## config.mk

```make
export PLATFORM = sky130hd
export DESIGN_NAME = lcd_frame_ctrl
export DESIGN_NICKNAME = d
export VERILOG_FILES = /design/src/rtl/lcd_pkg.sv /design/src/rtl/lcd_slot_timer.sv /design/src/rtl/lcd_frame_ctrl.sv
export SDC_FILE = /design/constraint.sdc
export NUM_CORES = 1
export LEC_CHECK = 0
export BUFFER_PORTS_ARGS = -buffer_cell sky130_fd_sc_hd__buf_2
export CAP_MARGIN = 30
export CORE_MARGIN = 2
export CORE_UTILIZATION = 35
export DETAILED_ROUTE_END_ITERATION = 8
export GPL_TIMING_DRIVEN = 0
export PLACE_DENSITY = 0.58
export SLEW_MARGIN = 40
export SYNTH_ARGS = -nofsm -noshare
export SYNTH_HDL_FRONTEND = slang
export SYNTH_SLANG_ARGS = --single-unit
```

## constraint.sdc

```tcl
create_clock -name clk -period 3.27 [get_ports clk]
set_input_delay 0.654 -clock clk [delete_from_list [all_inputs] [get_ports clk]]
set_output_delay 0.654 -clock clk [all_outputs]
set_load 0.03 [all_outputs]
```

## src/rtl/lcd_pkg.sv

```systemverilog
// Shared types and constants for the character LCD frame sequencer.
// Holds the FSM state enum, HD44780 command bytes and frame geometry.
package lcd_pkg;

    typedef enum logic [2:0] {
        S_POR,
        S_INIT,
        S_IDLE,
        S_ADDR1,
        S_LINE1,
        S_ADDR2,
        S_LINE2
    } lcd_state_t;

    localparam logic [7:0] CMD_FUNC    = 8'h38;
    localparam logic [7:0] CMD_DISP_ON = 8'h0C;
    localparam logic [7:0] CMD_CLEAR   = 8'h01;
    localparam logic [7:0] CMD_ENTRY   = 8'h06;
    localparam logic [7:0] CMD_LINE1   = 8'h80;
    localparam logic [7:0] CMD_LINE2   = 8'hC0;

    localparam int FRAME_CHARS = 32;
    localparam int LINE_CHARS  = FRAME_CHARS / 2;

    function automatic int max_int(input int a, input int b);
        return (a > b) ? a : b;
    endfunction

    // Power-on command order; index 2 is the slow clear.
    function automatic logic [7:0] init_cmd(input logic [1:0] idx);
        logic [7:0] cmd;
        case (idx)
            2'd0:    cmd = CMD_FUNC;
            2'd1:    cmd = CMD_DISP_ON;
            2'd2:    cmd = CMD_CLEAR;
            default: cmd = CMD_ENTRY;
        endcase
        return cmd;
    endfunction

endpackage

```

## src/rtl/lcd_slot_timer.sv

```systemverilog
// Slot timer: counts one LCD write slot and produces the E window.
// Ports: load (start slot), slot_last (length-1), e_window, slot_end.
module lcd_slot_timer #(
    parameter int W      = 5,
    parameter int E_HIGH = 12
) (
    input  logic         clk,
    input  logic         rst_n,
    input  logic         load,
    input  logic [W-1:0] slot_last,
    output logic         e_window,
    output logic         slot_end
);

    localparam logic [W-1:0] ONE    = W'(1);
    localparam logic [W-1:0] E_FROM = W'(1);
    localparam logic [W-1:0] E_TO   = W'(E_HIGH);

    logic [W-1:0] cnt;
    logic         armed;

    // The terminal count is passed in rather than the length, so a
    // power-of-two slot still fits the counter width.
    assign slot_end = (cnt == slot_last);

    // Out of reset the counter times the power-on wait; armed stays
    // low until the first real slot so no strobe appears during it.
    always_ff @(posedge clk or negedge rst_n) begin
        if (!rst_n) begin
            cnt      <= '0;
            armed    <= 1'b0;
            e_window <= 1'b0;
        end else if (load) begin
            cnt      <= '0;
            armed    <= 1'b1;
            e_window <= 1'b0;
        end else if (!slot_end) begin
            cnt      <= cnt + ONE;
            // cnt in [1, E_HIGH] now means c2 .. c2+E_HIGH-1 next.
            e_window <= armed && (cnt >= E_FROM) && (cnt <= E_TO);
        end else begin
            e_window <= 1'b0;
        end
    end

endmodule

```

## src/rtl/lcd_frame_ctrl.sv

```systemverilog
// Character LCD sequencer: power-on init, then 2x16 frame refreshes.
// Ports: refresh_req/busy/done to the game core, char_addr/char_data
// to the text buffer, LCD_E/RS/RW/DATA straight to the panel.
module lcd_frame_ctrl
    import lcd_pkg::*;
#(
    parameter int POR_CYCLES   = 1000000,
    parameter int STEP_CYCLES  = 2000,
    parameter int CLEAR_CYCLES = 100000,
    parameter int E_HIGH       = 12
) (
    input  logic       clk,
    input  logic       rst_n,
    input  logic       refresh_req,
    output logic [4:0] char_addr,
    input  logic [7:0] char_data,
    output logic       busy,
    output logic       done,
    output logic       LCD_E,
    output logic       LCD_RS,
    output logic       LCD_RW,
    output logic [7:0] LCD_DATA
);

    localparam int CW = $clog2(max_int(POR_CYCLES, CLEAR_CYCLES));

    localparam logic [CW-1:0] POR_LAST   = CW'(POR_CYCLES - 1);
    localparam logic [CW-1:0] STEP_LAST  = CW'(STEP_CYCLES - 1);
    localparam logic [CW-1:0] CLEAR_LAST = CW'(CLEAR_CYCLES - 1);

    localparam logic [4:0] LINE1_END = 5'(LINE_CHARS - 1);
    localparam logic [4:0] CHAR_END  = 5'(FRAME_CHARS - 1);
    localparam logic [4:0] ADDR_ONE  = 5'd1;

    lcd_state_t    state;
    logic [1:0]    init_idx;
    logic          pending;
    logic          c0_q;
    logic          load;
    logic          pend_any;
    logic          last_char;
    logic          slot_end;
    logic          e_window;
    logic [CW-1:0] slot_last;

    assign pend_any  = pending | refresh_req;
    assign last_char = (char_addr == CHAR_END);
    assign LCD_RW    = 1'b0;
    // Timer flop with async reset, so E drops the moment rst_n falls.
    assign LCD_E     = e_window;

    lcd_slot_timer #(
        .W      (CW),
        .E_HIGH (E_HIGH)
    ) u_timer (
        .clk       (clk),
        .rst_n     (rst_n),
        .load      (load),
        .slot_last (slot_last),
        .e_window  (e_window),
        .slot_end  (slot_end)
    );

    always_comb begin
        slot_last = STEP_LAST;
        if (state == S_POR) begin
            slot_last = POR_LAST;
        end else if (state == S_INIT && init_idx == 2'd2) begin
            slot_last = CLEAR_LAST;
        end
    end

    // A new slot starts exactly when the current one ends, except
    // when the sequence drops into idle.
    always_comb begin
        load = 1'b0;
        unique case (state)
            S_POR, S_ADDR1, S_LINE1, S_ADDR2:
                load = slot_end;
            S_INIT:
                load = slot_end && (init_idx != 2'd3 || pend_any);
            S_IDLE:
                load = pend_any;
            S_LINE2:
                load = slot_end && (!last_char || pend_any);
            default:
                load = 1'b0;
        endcase
    end

    always_ff @(posedge clk or negedge rst_n) begin
        if (!rst_n) begin
            state     <= S_POR;
            init_idx  <= 2'd0;
            pending   <= 1'b1;
            c0_q      <= 1'b0;
            char_addr <= 5'd0;
            busy      <= 1'b1;
            done      <= 1'b0;
            LCD_RS    <= 1'b0;
            LCD_DATA  <= 8'h00;
        end else begin
            done <= 1'b0;
            c0_q <= load;

            if (refresh_req && busy) begin
                pending <= 1'b1;
            end

            // End of c0: capture the byte for this slot.
            if (c0_q) begin
                unique case (state)
                    S_INIT: begin
                        LCD_DATA <= init_cmd(init_idx);
                        LCD_RS   <= 1'b0;
                    end
                    S_ADDR1: begin
                        LCD_DATA <= CMD_LINE1;
                        LCD_RS   <= 1'b0;
                    end
                    S_ADDR2: begin
                        LCD_DATA <= CMD_LINE2;
                        LCD_RS   <= 1'b0;
                    end
                    S_LINE1, S_LINE2: begin
                        LCD_DATA <= char_data;
                        LCD_RS   <= 1'b1;
                    end
                    default: ;
                endcase
            end

            unique case (state)
                S_POR: begin
                    if (slot_end) begin
                        state <= S_INIT;
                    end
                end
                S_INIT: begin
                    if (slot_end) begin
                        if (init_idx != 2'd3) begin
                            init_idx <= init_idx + 2'd1;
                        end else if (pend_any) begin
                            state   <= S_ADDR1;
                            pending <= 1'b0;
                        end else begin
                            state <= S_IDLE;
                            busy  <= 1'b0;
                        end
                    end
                end
                S_IDLE: begin
                    if (pend_any) begin
                        state   <= S_ADDR1;
                        pending <= 1'b0;
                        busy    <= 1'b1;
                    end else begin
                        busy <= 1'b0;
                    end
                end
                S_ADDR1: begin
                    if (slot_end) begin
                        state <= S_LINE1;
                    end
                end
                S_LINE1: begin
                    if (slot_end) begin
                        if (char_addr == LINE1_END) begin
                            state <= S_ADDR2;
                        end else begin
                            char_addr <= char_addr + ADDR_ONE;
                        end
                    end
                end
                S_ADDR2: begin
                    if (slot_end) begin
                        state     <= S_LINE2;
                        char_addr <= char_addr + ADDR_ONE;
                    end
                end
                S_LINE2: begin
                    if (slot_end) begin
                        // 31 + 1 wraps to 0, ready for the next frame.
                        char_addr <= char_addr + ADDR_ONE;
                        if (last_char) begin
                            done <= 1'b1;
                            if (pend_any) begin
                                state   <= S_ADDR1;
                                pending <= 1'b0;
                            end else begin
                                state <= S_IDLE;
                                busy  <= 1'b0;
                            end
                        end
                    end
                end
                default: begin
                    state <= S_POR;
                end
            endcase
        end
    end

endmodule
```

==> results.sh <==
export IMPL_status="finished clean"
export IMPL_min_period_ns=3.01
export IMPL_finalNonFillerCells=408
export IMPL_cts_root_buf="clkbuf_8"
export IMPL_period_share_pct=92.0
export IMPL_pin_count=29
export IMPL_hold_ws_ns=0.343
export IMPL_cap_viol_max_count=0
export IMPL_setup_ws_ns=0.260
export IMPL_die_w_microns=91.2
export IMPL_drt_iter0_markers=141
export IMPL_port_buffers=27
export IMPL_r2r_cells=9
export IMPL_wl_per_cell_microns=13.2
export IMPL_numCtsBuffers=5
export IMPL_start_util_pct=36.5
export IMPL_die_y_microns=91.2
export IMPL_grt_pass1_wl_microns=9450
export IMPL_path_clk_slew_ns=0.09
export IMPL_place_area_sq_um=2920
export IMPL_crit_arrival_ns=3.20
export IMPL_place_congestion=0.756
export IMPL_worst_r2r_endpoint="init_idx[1]"
export IMPL_p_leak_nw=1.38
export IMPL_power_switching_uw=204
export IMPL_peakVddDrop_v=0.000117
export IMPL_slowest_delay_ns=0.51
export IMPL_ys_warn_count=0
export IMPL_switching_share_pct=21.3
export IMPL_die_area_sq_um=8320
export IMPL_post_cts_buffers=0
export IMPL_crit_chain="inv_1 -> ha_1 -> buf_2 -> nor4bb_1 -> xnor2_1 -> nor3b_2 -> nand2_2 -> nor3_4 -> mux2_1"
export IMPL_worstMarginPinSlew_ns=0.686
export IMPL_diodes=0
export IMPL_preCtsSetupSlack_ns=-0.124
export IMPL_clk_path_buf_depth=2
export IMPL_vias_per_cell=5.01
export IMPL_yosysSeqAreaShare_pct=42.4
export IMPL_synth_area_leaders="dfrtp_1, ha_1, xnor2_1"
export IMPL_fin_nets=336
export IMPL_wirelength_microns=5390
export IMPL_async_flop_share_pct=100
export IMPL_power_uw=958
export IMPL_synth_area_sq_um=2660
export IMPL_power_frac_clock_pct=39.6
export IMPL_crit_path_end_kind="register"
export IMPL_maxSlewHeadroom_pct=53.9
export IMPL_report_final_slew_viol_count=0
export IMPL_grt_overflow_total=0
export IMPL_yosys_cell_count_top_type="dfrtp_1"
export IMPL_skew_ns=0.00656
export IMPL_dp_cells=400
export IMPL_crit_path_start="state[1]"
export IMPL_antenna_found_initial=0
export IMPL_setup_viol_count_final=0
export IMPL_vias=2044
export IMPL_critPathMaxFanout=10
export IMPL_path_class="reg -> reg"
export IMPL_final_hold_viol_count=0
export IMPL_rrSetupSlack_ns=0.26
export IMPL_finish_utilization_pct=41.5
export IMPL_synth_common_cells="dfrtp_1, nor2_1, nand2_1"
export IMPL_synth_largest_area_cell="dfrtp_1"
export IMPL_p_seq_share_pct=58.0
export IMPL_grt_max_degree=46
export IMPL_cts_tree="built"
export IMPL_cp_required_ns=3.46
export IMPL_grt_pass1_vias=2008
export IMPL_clk_insertion_delay_late_ns=0.30
export IMPL_synth_main_ff_cell="dfrtp_1"
export IMPL_tns_ns=0
export IMPL_stdcell_area_sq_um=3030
export IMPL_synth_edf_count=0
export IMPL_start_kind="register"
export IMPL_htree_levels=2
export IMPL_dp_hpwl_microns=3920
export IMPL_synth_top_area_share_pct=40.4
export IMPL_max_freq_mhz=332
export IMPL_rsz0062_at_grt="no"
export IMPL_core_sq_um=7290
export IMPL_syn_nets=302
export IMPL_pwr_share_comb_pct=2.4
export IMPL_avgSynthCellArea_sq_um=9.71
export IMPL_num_rows=31
export IMPL_r2r_start="state[1]"
export IMPL_drive_gt1_share_pct=19.7
export IMPL_drc=0
export IMPL_cpMaxStageDelayCell="nor3b_2"
export IMPL_ys_types=64
export IMPL_hold_path_class="in -> async"
export IMPL_synth_cells=274
export IMPL_internal_power_uw=755
export IMPL_power_density_nw_per_um2=316
export IMPL_syn_to_final_growth_pct=13.8
export IMPL_final_antenna_net_count=0
export IMPL_firstDrtPassIters=6
export IMPL_synth_seq_cells=45
export IMPL_cts_sinks=45
export IMPL_grt_usage_pct=14.0
critical path: cells and delay by family, from the launching register on:
| kind | cells | cell delay, ns |
|---|---|---|
| simple gates | 4 | 1.36 |
| mux | 1 | 0.34 |
| xor+xnor | 1 | 0.24 |
| flops | 1 | 0.43 |
| buf+inv | 2 | 0.35 |
| fa+ha+maj | 1 | 0.17 |
cells in the final DEF (no fill, tap or decap), drive strengths merged, types with 2 or more instances in the layout:
master	synthesis	layout
a211oi	2	2
a21boi	2	2
a21o	2	2
a21oi	11	11
a22oi	5	5
and2	2	2
and2b	2	2
and3	8	8
and4	4	4
buf	7	34
clkbuf	4	11
dfrtp	43	43
dfstp	2	2
ha	17	17
inv	10	10
mux2	4	4
nand2	26	26
nand3	12	12
nand4	4	4
nor2	30	30
nor2b	2	2
nor3	4	4
nor4	3	3
o2111ai	2	2
o21ai	15	15
o22ai	2	2
o31a	2	2
o31ai	2	2
or2	4	4
or3	2	2
xnor2	13	13
xor2	9	9
layout make-up:
type	instances	area (sq um)
Clock buffer	7	96.3
Multi-Input combinational cell	208	1410
Clock inverter	1	5.00
Buffer	11	92.6
Timing Repair Buffer	27	138
Fill cell	763	4260
Tap cell	99	124
Inverter	10	37.5
Sequential cell	45	1130
what timing repair did:
item	4_1_cts	5_1_grt
endpoints found under the setup margin	20	0
hold buffers	0	0
resized for setup	1	0
worst max-delay path by stage:
stage / end / slack, ns / depth (start not counted)
6_report: init_idx[1] / 0.26 / 9
3_5_place_dp: init_idx[1] / -0.12 / 9
3_3_place_gp: init_idx[1] / -0.003 / 9
2_1_floorplan: init_idx[1] / 0.48 / 9
5_1_grt: init_idx[1] / 0.04 / 9
4_1_cts: init_idx[1] / 0.23 / 9
cells by family (layout without fill, tap and decap cells):
logic type,Yosys count,count (layout),share of synthesized area (%)
mux,5,5,2.07
xor+xnor,22,22,7.24
flops,45,45,42.4
fa+ha+maj,17,17,7.99
compound gates,54,54,13.4
simple gates,109,109,21.9
other cells,1,1,0.141
buf+inv,21,56,4.89
flip-flops by register name, summed over array words and instances, names as in the netlist, 2 cells and up:
name and count:
state 3, init_idx 2, char_addr 5, u_timer.cnt 20, LCD_DATA 8
power groups by stage:
stage	Sequential [mW]	Combinational [mW]	Clock [mW]
finish	0.556	0.0228	0.380
CTS	0.556	0.0238	0.400
global placement	0.567	0.0236	0
global route	0.556	0.0266	0.420
floorplan	0.567	0.00530	0
detailed placement	0.567	0.0237	0
layer usage:
metal / vias up / track usage (%) / routed length [microns]
met5: - / 0 / 0
met2: 34 / 21.9 / 2450
met3: 7 / 3.65 / 194
li1: 1027 / - / -
met1: 976 / 18.6 / 2650
met4: 0 / 5.30 / 97
No activity file was read; power rests on OpenSTA's default activity.
